===== src/rtl/uart_rx_monitor.sv =====
// Simulation-side 8N1 UART receiver: synchronizes rxd, recovers bytes with a
// mid-bit sampling counter and queues them in a small FIFO with sticky error flags.
module uart_rx_monitor #(
  parameter  int CLKS_PER_BIT = 174,
  parameter  int FIFO_DEPTH   = 8,
  localparam int CW           = $clog2(FIFO_DEPTH) + 1
) (
  input  logic          clock,
  input  logic          reset_n,
  input  logic          rxd,
  input  logic          enable,
  output logic          out_valid,
  input  logic          out_ready,
  output logic [7:0]    out_data,
  output logic [CW-1:0] fifo_count,
  output logic          busy,
  output logic          frame_err,
  output logic          overflow,
  input  logic          clear_errors,
  output logic [2:0]    dbg_state
);

  localparam int CNT_W = $clog2(CLKS_PER_BIT);
  localparam int PW    = $clog2(FIFO_DEPTH);
  localparam logic [CNT_W-1:0] BIT_END  = CNT_W'(CLKS_PER_BIT - 1);
  localparam logic [CNT_W-1:0] HALF_END = CNT_W'(CLKS_PER_BIT / 2 - 1);

  typedef enum logic [2:0] {
    S_IDLE      = 3'd0,
    S_START     = 3'd1,
    S_DATA      = 3'd2,
    S_STOP      = 3'd3,
    S_WAIT_IDLE = 3'd4
  } state_t;

  logic             r_sync1, r_rxs, r_hist;
  state_t           r_state, w_next;
  logic [CNT_W-1:0] r_cnt;
  logic [2:0]       r_idx;
  logic [7:0]       r_shift;
  logic             w_cnt_clr, w_bit_en, w_push, w_ferr_set;

  logic [7:0]       r_mem [FIFO_DEPTH];
  logic [PW-1:0]    r_wr_ptr, r_rd_ptr;
  logic [CW-1:0]    r_count;
  logic             r_frame_err, r_overflow;
  logic             w_full, w_pop, w_wr, w_ovf_set;

  // rxd is asynchronous: two flops to resolve metastability, a third for edge history
  always_ff @(posedge clock or negedge reset_n) begin
    if (!reset_n) begin
      r_sync1 <= 1'b1;
      r_rxs   <= 1'b1;
      r_hist  <= 1'b1;
    end else begin
      r_sync1 <= rxd;
      r_rxs   <= r_sync1;
      r_hist  <= r_rxs;
    end
  end

  always_ff @(posedge clock or negedge reset_n) begin
    if (!reset_n) r_state <= S_IDLE;
    else          r_state <= w_next;
  end

  always_comb begin
    w_next     = r_state;
    w_cnt_clr  = 1'b0;
    w_bit_en   = 1'b0;
    w_push     = 1'b0;
    w_ferr_set = 1'b0;
    case (r_state)
      S_IDLE: begin
        w_cnt_clr = 1'b1;
        if (enable && r_hist && !r_rxs) w_next = S_START;
      end
      S_START: begin
        if (r_cnt == HALF_END) begin
          w_cnt_clr = 1'b1;
          w_next    = r_rxs ? S_IDLE : S_DATA;
        end
      end
      S_DATA: begin
        if (r_cnt == BIT_END) begin
          w_cnt_clr = 1'b1;
          w_bit_en  = 1'b1;
          if (r_idx == 3'd7) w_next = S_STOP;
        end
      end
      S_STOP: begin
        if (r_cnt == BIT_END) begin
          w_cnt_clr = 1'b1;
          if (r_rxs) begin
            w_push = 1'b1;
            w_next = S_IDLE;
          end else begin
            w_ferr_set = 1'b1;
            w_next     = S_WAIT_IDLE;
          end
        end
      end
      S_WAIT_IDLE: begin
        // a held-low line (break) must return high before a new start is accepted
        w_cnt_clr = 1'b1;
        if (r_rxs) w_next = S_IDLE;
      end
      default: w_next = S_IDLE;
    endcase
  end

  always_ff @(posedge clock or negedge reset_n) begin
    if (!reset_n) begin
      r_cnt   <= '0;
      r_idx   <= '0;
      r_shift <= '0;
    end else begin
      r_cnt <= w_cnt_clr ? '0 : r_cnt + CNT_W'(1);
      if (r_state == S_IDLE) r_idx <= '0;
      else if (w_bit_en)     r_idx <= r_idx + 3'd1;
      if (w_bit_en) r_shift[r_idx] <= r_rxs;
    end
  end

  // Output handshake: a byte transfers on every cycle where out_valid && out_ready;
  // out_data is the head entry, stable while out_valid is high and not accepted.
  assign out_valid = (r_count != '0);
  assign w_full    = (r_count == CW'(FIFO_DEPTH));
  assign w_pop     = out_valid && out_ready;
  assign w_wr      = w_push && (!w_full || w_pop);
  assign w_ovf_set = w_push && w_full && !w_pop;

  always_ff @(posedge clock or negedge reset_n) begin
    if (!reset_n) begin
      for (int i = 0; i < FIFO_DEPTH; i++) r_mem[i] <= '0;
      r_wr_ptr <= '0;
      r_rd_ptr <= '0;
      r_count  <= '0;
    end else begin
      if (w_wr) begin
        r_mem[r_wr_ptr] <= r_shift;
        r_wr_ptr        <= r_wr_ptr + PW'(1);
      end
      if (w_pop) r_rd_ptr <= r_rd_ptr + PW'(1);
      case ({w_wr, w_pop})
        2'b10:   r_count <= r_count + CW'(1);
        2'b01:   r_count <= r_count - CW'(1);
        default: r_count <= r_count;
      endcase
    end
  end

  // set takes priority over a simultaneous clear so no event is lost
  always_ff @(posedge clock or negedge reset_n) begin
    if (!reset_n) begin
      r_frame_err <= 1'b0;
      r_overflow  <= 1'b0;
    end else begin
      if (w_ferr_set)        r_frame_err <= 1'b1;
      else if (clear_errors) r_frame_err <= 1'b0;
      if (w_ovf_set)         r_overflow  <= 1'b1;
      else if (clear_errors) r_overflow  <= 1'b0;
    end
  end

  assign out_data   = r_mem[r_rd_ptr];
  assign fifo_count = r_count;
  assign busy       = (r_state != S_IDLE);
  assign frame_err  = r_frame_err;
  assign overflow   = r_overflow;
  assign dbg_state  = r_state;

endmodule


===== config.mk =====
export PLATFORM = sky130hd
export DESIGN_NAME = uart_rx_monitor
export DESIGN_NICKNAME = d
export VERILOG_FILES = /design/src/rtl/uart_rx_monitor.sv
export SDC_FILE = /design/constraint.sdc
export NUM_CORES = 1
export LEC_CHECK = 0
export CORE_MARGIN = 2
export CORE_UTILIZATION = 63
export DETAILED_ROUTE_END_ITERATION = 10
export DONT_BUFFER_PORTS = 1
export PLACE_DENSITY = 0.78
export SETUP_SLACK_MARGIN = 0.4
export SYNTH_ARGS = -nofsm -noshare
export SYNTH_HDL_FRONTEND = slang
export SYNTH_SLANG_ARGS = --single-unit

===== constraint.sdc =====
create_clock -name clock -period 3.7 [get_ports clock]
set_clock_uncertainty 0.2 [all_clocks]
set_input_delay 0.74 -clock clock [delete_from_list [all_inputs] [get_ports clock]]
set_output_delay 0.74 -clock clock [all_outputs]
set_load 0.02 [all_outputs]

==> out/results.ini, run 1 <==
[logic_synthesis]
ys_seq_elements = 101
avgSynthCellArea_um2 = 14.0
synth_ff_type = dfrtp_1
async_flop_share = 1.00
synthCells = 351
yosys.area.top_type_share = 0.498
synth-seq-area-share = 0.514
ys_warn_count = 0
syn-num-nets = 367
netlist_area_um2 = 4920
yosys.area.top_type = dfrtp_1
synth_area_leaders = dfrtp_1 (50%), mux2_2 (19%), mux4_2 (7.3%)
synth_edf_count = 0
synth_cell_types = 46

[final_layout]
finalNetCount = 364
final_cell_mix = dfrtp_1 (98), mux2_2 (83), mux4_2 (16)
layout_commonest_cell = dfrtp_1
n_antenna_cell = 0
final_util = 0.682
syn_to_final_growth_pct = 5.95
drive_gt1_frac = 0.374

[global_routing]
grt_pass1_vias = 2901
grt_overflow = 0
grt_pass1_wl_mm = 15.0
grt_max_degree = 99
antenna_found_initial = 0
track_usage = 0.233

[power]
switchingPower_w = 0.000487
peakVddDrop_mv = 0.267
seqPwrFrac = 0.588
combinationalPowerShare = 0.063
p_leak_nw = 2.46
internal-power_w = 0.00149
p_per_area_nw_per_um2 = 378
swShare = 0.247
power.share.clock = 0.349
totalPowerFinal_w = 0.00197

[clock_network]
cts_setup_buffers = 0
clk_latency_ps = 360
clkSlewWorstSetupHoldPaths_ps = 90
numCtsBuffers = 9
htree_levels = 3
tritoncts = built
ctsResizeCount = 0
cts_root_buf = clkbuf_8
clockBufferDepth = 2
clkSinkCount = 101
cts_hold_buf = 2

[critical_path]
crit_path_start_kind = flip-flop
cp_data_required_time_ps = 3740
slowest_stage = dfrtp_1
crit_buf_inv = 1
cp-end-kind = flip-flop
worstPathArrival_ps = 3070
crit_path_cell_trace = or3_1 -> or2_2 -> nand2_1 -> inv_1 -> ha_1 -> xor2_1 -> ha_1 -> a21oi_1 -> xor2_1 -> nor2_1 -> xor2_1
crit_type = flip-flop to flip-flop
worst-path-max-fanout = 7
max_stage_delay_ps = 520
cpMostUsedCell = xor2_1
critPathTopFamily = simple AND/OR/NAND/NOR gates

[floorplan]
fp-row-count = 32
start_util = 0.643
dieArea_um2 = 8530
die_x_um = 92.4
ios = 25
core-area_um2 = 7650
die_y_um = 92.4

[placement]
hpwl_mm = 5.72
dp_slack_ps = 675
io_buffers = 0
gp_congestion = 0.806

[detailed_routing]
wl_met1_mm = 4.09
detail_route.wl_per_cell_um = 19.8
drc = 0
drt_pass1_iterations = 4
final_antenna_net_count = 0
topRoutingLayerUsed = met4
vias_per_cell = 6.11
dr.first_iter.drc_count = 106
routed_wl_mm = 9.00
met2_length_mm = 4.52
dr_wl_met3_um = 281
vias = 2778

[timing]
drv_slew = 0
rsz0062_at_grt = false
timing.final.ws_setup_ps = 673
fmax_ghz = 0.330
period_minus_slack_ps = 3030
finalHoldViolations = 0
tightest_slew_ps = 859
period_share = 0.818
setup_violations = 0
setup_tns_ps = 0
slew_headroom = 0.423
hold_ws_ps = 99.7

[worst_hold_path]
hold_class = input port to asynchronous set/reset pin

[run_status]
status = finished, final reports clean

[job]
drv_cap = 0

through the flow:
stage	cell area [um2]	std cells
final	5210	455
after global routing	5210	455
after CTS	5210	455
after detailed placement	4980	437
after global placement	4980	437
after floorplan	4920	351
cells in the mapped netlist (6+ instances only):
cell type,n
nor2_1,15
ha_1,10
mux2_2,83
mux4_2,16
nand4_1,8
xnor2_1,7
dfrtp_1,98
xor2_1,8
nand3_1,14
inv_1,10
nand2_1,6
clkbuf_1,6
sequential cells by signal, indices dropped and copies added (netlist names), 3 cells and up:
name,cells
r_cnt,8
fifo_count,4
dbg_state,3
r_rd_ptr,3
r_idx,3
r_wr_ptr,3
r_mem,64
r_shift,8
per-layer routing:
metal	track usage	vias up
li1	-	1281
met1	0.316	1444
met2	0.380	44
met3	0.0488	9
met4	0.0759	0
met5	0	-
layout make-up:
class | instances | area (um2)
Multi-Input combinational cell | 220 | 2260
Clock buffer | 11 | 131
Fill cell | 566 | 2430
Tap cell | 102 | 128
Timing Repair Buffer | 6 | 67.6
Clock inverter | 5 | 61.3
Inverter | 10 | 37.5
Sequential cell | 101 | 2530
power groups by stage:
stage	combinational [W]	clock, W	sequential, W
5_1_grt	0.000148	0.000750	0.00117
3_5_place_dp	0.0000989	0	0.00118
4_1_cts	0.000126	0.000706	0.00116
2_1_floorplan	0.0000769	0	0.00118
6_report	0.000124	0.000689	0.00116
3_3_place_gp	0.0000964	0	0.00118
worst paths after layout:
check                               from            end  slack [ps]  cells past startpoint
min reg2reg                      r_sync1          r_rxs         160                      0
min                              reset_n      r_mem[53]         100                      1
min in group clock                   rxd        r_sync1         160                      0
max reg2reg                fifo_count[1]  fifo_count[2]         670                     11
max in group asynchronous        reset_n         r_hist        2560                      1
max                        fifo_count[1]  fifo_count[2]         670                     11
cells by family (layout without fill, tap and decap cells):
logic type / count (synthesis) / count (layout) / synth area share
flip-flops: 101 / 101 / 0.514
buffers and inverters: 30 / 32 / 0.0280
multiplexers: 100 / 100 / 0.265
adder cells (fa/ha/maj): 10 / 10 / 0.0254
XOR/XNOR: 15 / 15 / 0.0267
AO/OA/AOI/OAI: 16 / 16 / 0.0221
AND/OR/NAND/NOR: 79 / 79 / 0.118
worst register-to-register path, cell delays in order, from the launching register on:
cell	delay, ps
dfrtp_1	520
or3_1	470
or2_2	370
nand2_1	150
inv_1	80
ha_1	280
xor2_1	170
ha_1	190
a21oi_1	140
xor2_1	160
nor2_1	60
xor2_1	140
No activity file was read; power rests on OpenSTA's default activity.
==> run 2, diff against run 1 <==
- CORE_UTILIZATION: 63 -> 57
- PLACE_DENSITY: 0.78 -> 0.74
- clock period: 3.7 -> 2.61 ns (I/O delays scaled with it)
==> run 2 against run 1 <==
Effect of this change:
- the flow now finishes with violations (negative hold slack)
- routed wire length up 16%
- clock-buffer cell count down 1
- global-route usage down 0.99 points
- critical path type is now flip-flop to output port
- critical endpoint is now out_data[3]
==> out/results.ini, run 2 (synthesis gave the netlist of run 1 again) <==
[timing]
period_share = 0.976
hold_ws_ps = -354  ; -454 ps
slew_headroom = 0.526  ; +0.103
rsz0062_at_grt = true
drv_slew = 0  ; unchanged
fmax_ghz = 0.393
tightest_slew_ps = 710  ; -148 ps
setup_tns_ps = 0  ; unchanged
setup_violations = 0  ; unchanged
finalHoldViolations = 101  ; +101
period_minus_slack_ps = 2550

[floorplan]
core-area_um2 = 8300  ; +8.5%
start_util = 0.593  ; -0.0505
dieArea_um2 = 9390  ; +10%
die_y_um = 96.9  ; +4.9%
die_x_um = 96.9  ; +4.9%
ios = 25  ; unchanged
fp-row-count = 33  ; +3.1%

[clock_network]
numCtsBuffers = 9  ; unchanged
clockBufferDepth = 2  ; unchanged
clkSinkCount = 101  ; unchanged
tritoncts = built
htree_levels = 3  ; unchanged
clkSlewWorstSetupHoldPaths_ps = 100  ; about the same
clk_latency_ps = 360  ; about the same
cts_hold_buf = 1  ; -1
cts_root_buf = clkbuf_8

[final_layout]
n_antenna_cell = 0  ; unchanged
finalNetCount = 409  ; +12%
final_util = 0.720  ; +0.0386
final_cell_mix = dfrtp_1 (95), mux2_4 (53), mux2_2 (30)
largest_reg_flops = 64  ; unchanged
fillCellCount = 512  ; -9.5%
drive_gt1_frac = 0.495  ; +0.121
largestRegisters = r_mem x64, r_cnt x8, r_shift x8
postLayoutCellArea_um2 = 5980  ; +15%
syn_to_final_growth_pct = 21.5
layout_commonest_cell = dfrtp_1
top_register = r_mem

[job]
drv_cap = 0  ; unchanged

[global_routing]
track_usage = 0.223  ; -0.00991
grt_overflow = 0  ; unchanged
antenna_found_initial = 0  ; unchanged
grt_pass1_vias = 3188  ; +9.9%
grt_pass1_wl_mm = 16.6  ; +10%
grt_max_degree = 102  ; +3.0%

[placement]
hpwl_mm = 6.33  ; +11%
io_buffers = 0  ; unchanged
dpl-instance-area_um2 = 5300  ; +6.3%
gp_congestion = 0.803  ; -0.33%

[power]
p_per_area_nw_per_um2 = 481  ; +27%
peakVddDrop_mv = 0.326  ; +22%
p_leak_nw = 2.81  ; +14%

[critical_path]
rrSetupSlack_ps = 100  ; -570 ps
worstPathArrival_ps = 1820  ; -1250 ps
cp-startpoint = r_rd_ptr[0]
critPathTopFamily = multiplexers
r2r_cells = 10  ; -1
crit_path_start_kind = flip-flop
max_stage_delay_ps = 500  ; -20 ps
r2r_end = fifo_count[2]
slowest_stage = mux4_2
crit_buf_inv = 1  ; unchanged
worst-path-max-fanout = 8  ; +1
cp_data_required_time_ps = 1890  ; -1850 ps
r2r_start = fifo_count[0]
crit_path_cell_trace = clkbuf_16 -> mux4_2 -> mux2_4
cp-end-kind = output port
crit_type = flip-flop to output port

[detailed_routing]
dr.first_iter.drc_count = 109  ; +2.8%
drt_pass1_iterations = 4  ; unchanged
vias = 2998  ; +7.9%
vias_per_cell = 5.96  ; -2.4%
routed_wl_mm = 10.5  ; +16%
detail_route.wl_per_cell_um = 20.8  ; +5.1%
final_antenna_net_count = 0  ; unchanged
drc = 0  ; unchanged

[worst_hold_path]
hold_class = input port to asynchronous set/reset pin

[run_status]
violations = negative hold slack
status = finished, violations left

run 2: cell types whose count changed in the layout (fill, tap and decap cells not counted), sizes merged:
cell	delta
buf	+44
clkinvlp	-1
inv	+2
run 2: through the flow:
step / power, W / hold slack, ps / std cells / setup slack (ps)
global placement: 0.00184 / 29.1 / 462 / 119
finish: 0.00288 / -354 / 503 / 63.0
floorplan: 0.00178 / 26.4 / 351 / 60.4
detailed placement: 0.00185 / 29.2 / 462 / 42.4
global route: 0.00299 / -387 / 503 / -60.7
CTS: 0.00289 / -372 / 499 / 44.0
run 2: cell type report:
class                           count  area (um2)  area share
Clock buffer                       10         138      0.0230
Clock inverter                      6        67.6      0.0113
Inverter                           10        37.5     0.00628
Multi-Input combinational cell    220        2550       0.427
Sequential cell                   101        2530       0.424
Tap cell                          105         131      0.0220
Timing Repair Buffer               51         515      0.0862
run 2: worst max path at each step:
stage / to / slack (ps) / cells past startpoint
3_5_place_dp: fifo_count[3] / 40 / 8
3_3_place_gp: fifo_count[2] / 120 / 11
2_1_floorplan: fifo_count[2] / 60 / 11
4_1_cts: out_data[4] / 40 / 3
6_report: out_data[3] / 60 / 3
5_1_grt: fifo_count[2] / -60 / 10
run 2: where the power goes:
part / internal (W) / total (W) / switching, W
Sequential: 0.00160 / 0.00163 / 0.0000303
Combinational: 0.0000981 / 0.000220 / 0.000121
Clock: 0.000475 / 0.00103 / 0.000552
run 2: layer usage:
layer / global-route usage / up-vias / part of all wire
met5: 0 / - / 0
met4: 0.0618 / 0 / 0.017
met3: 0.0484 / 13 / 0.029
met2: 0.373 / 45 / 0.51
met1: 0.296 / 1563 / 0.45
li1: - / 1377 / -
run 2: repair_timing:
action	CTS	global route
endpoints found under the setup margin	76	92
gates resized for setup	17	52
hold endpoints to repair	102	101
buffers inserted	20	3
pin swaps	9	4
cloned	0	1
run 2: worst reg2reg max path, stage by stage (launching register included):
cell and delay, ps:
dfrtp_2 410, or3_4 400, or3b_4 410, nand3_4 90, ha_4 150, xor2_1 150
ha_2 190, a21oi_2 40, xor2_1 150, nor2_1 110, xor2_1 150
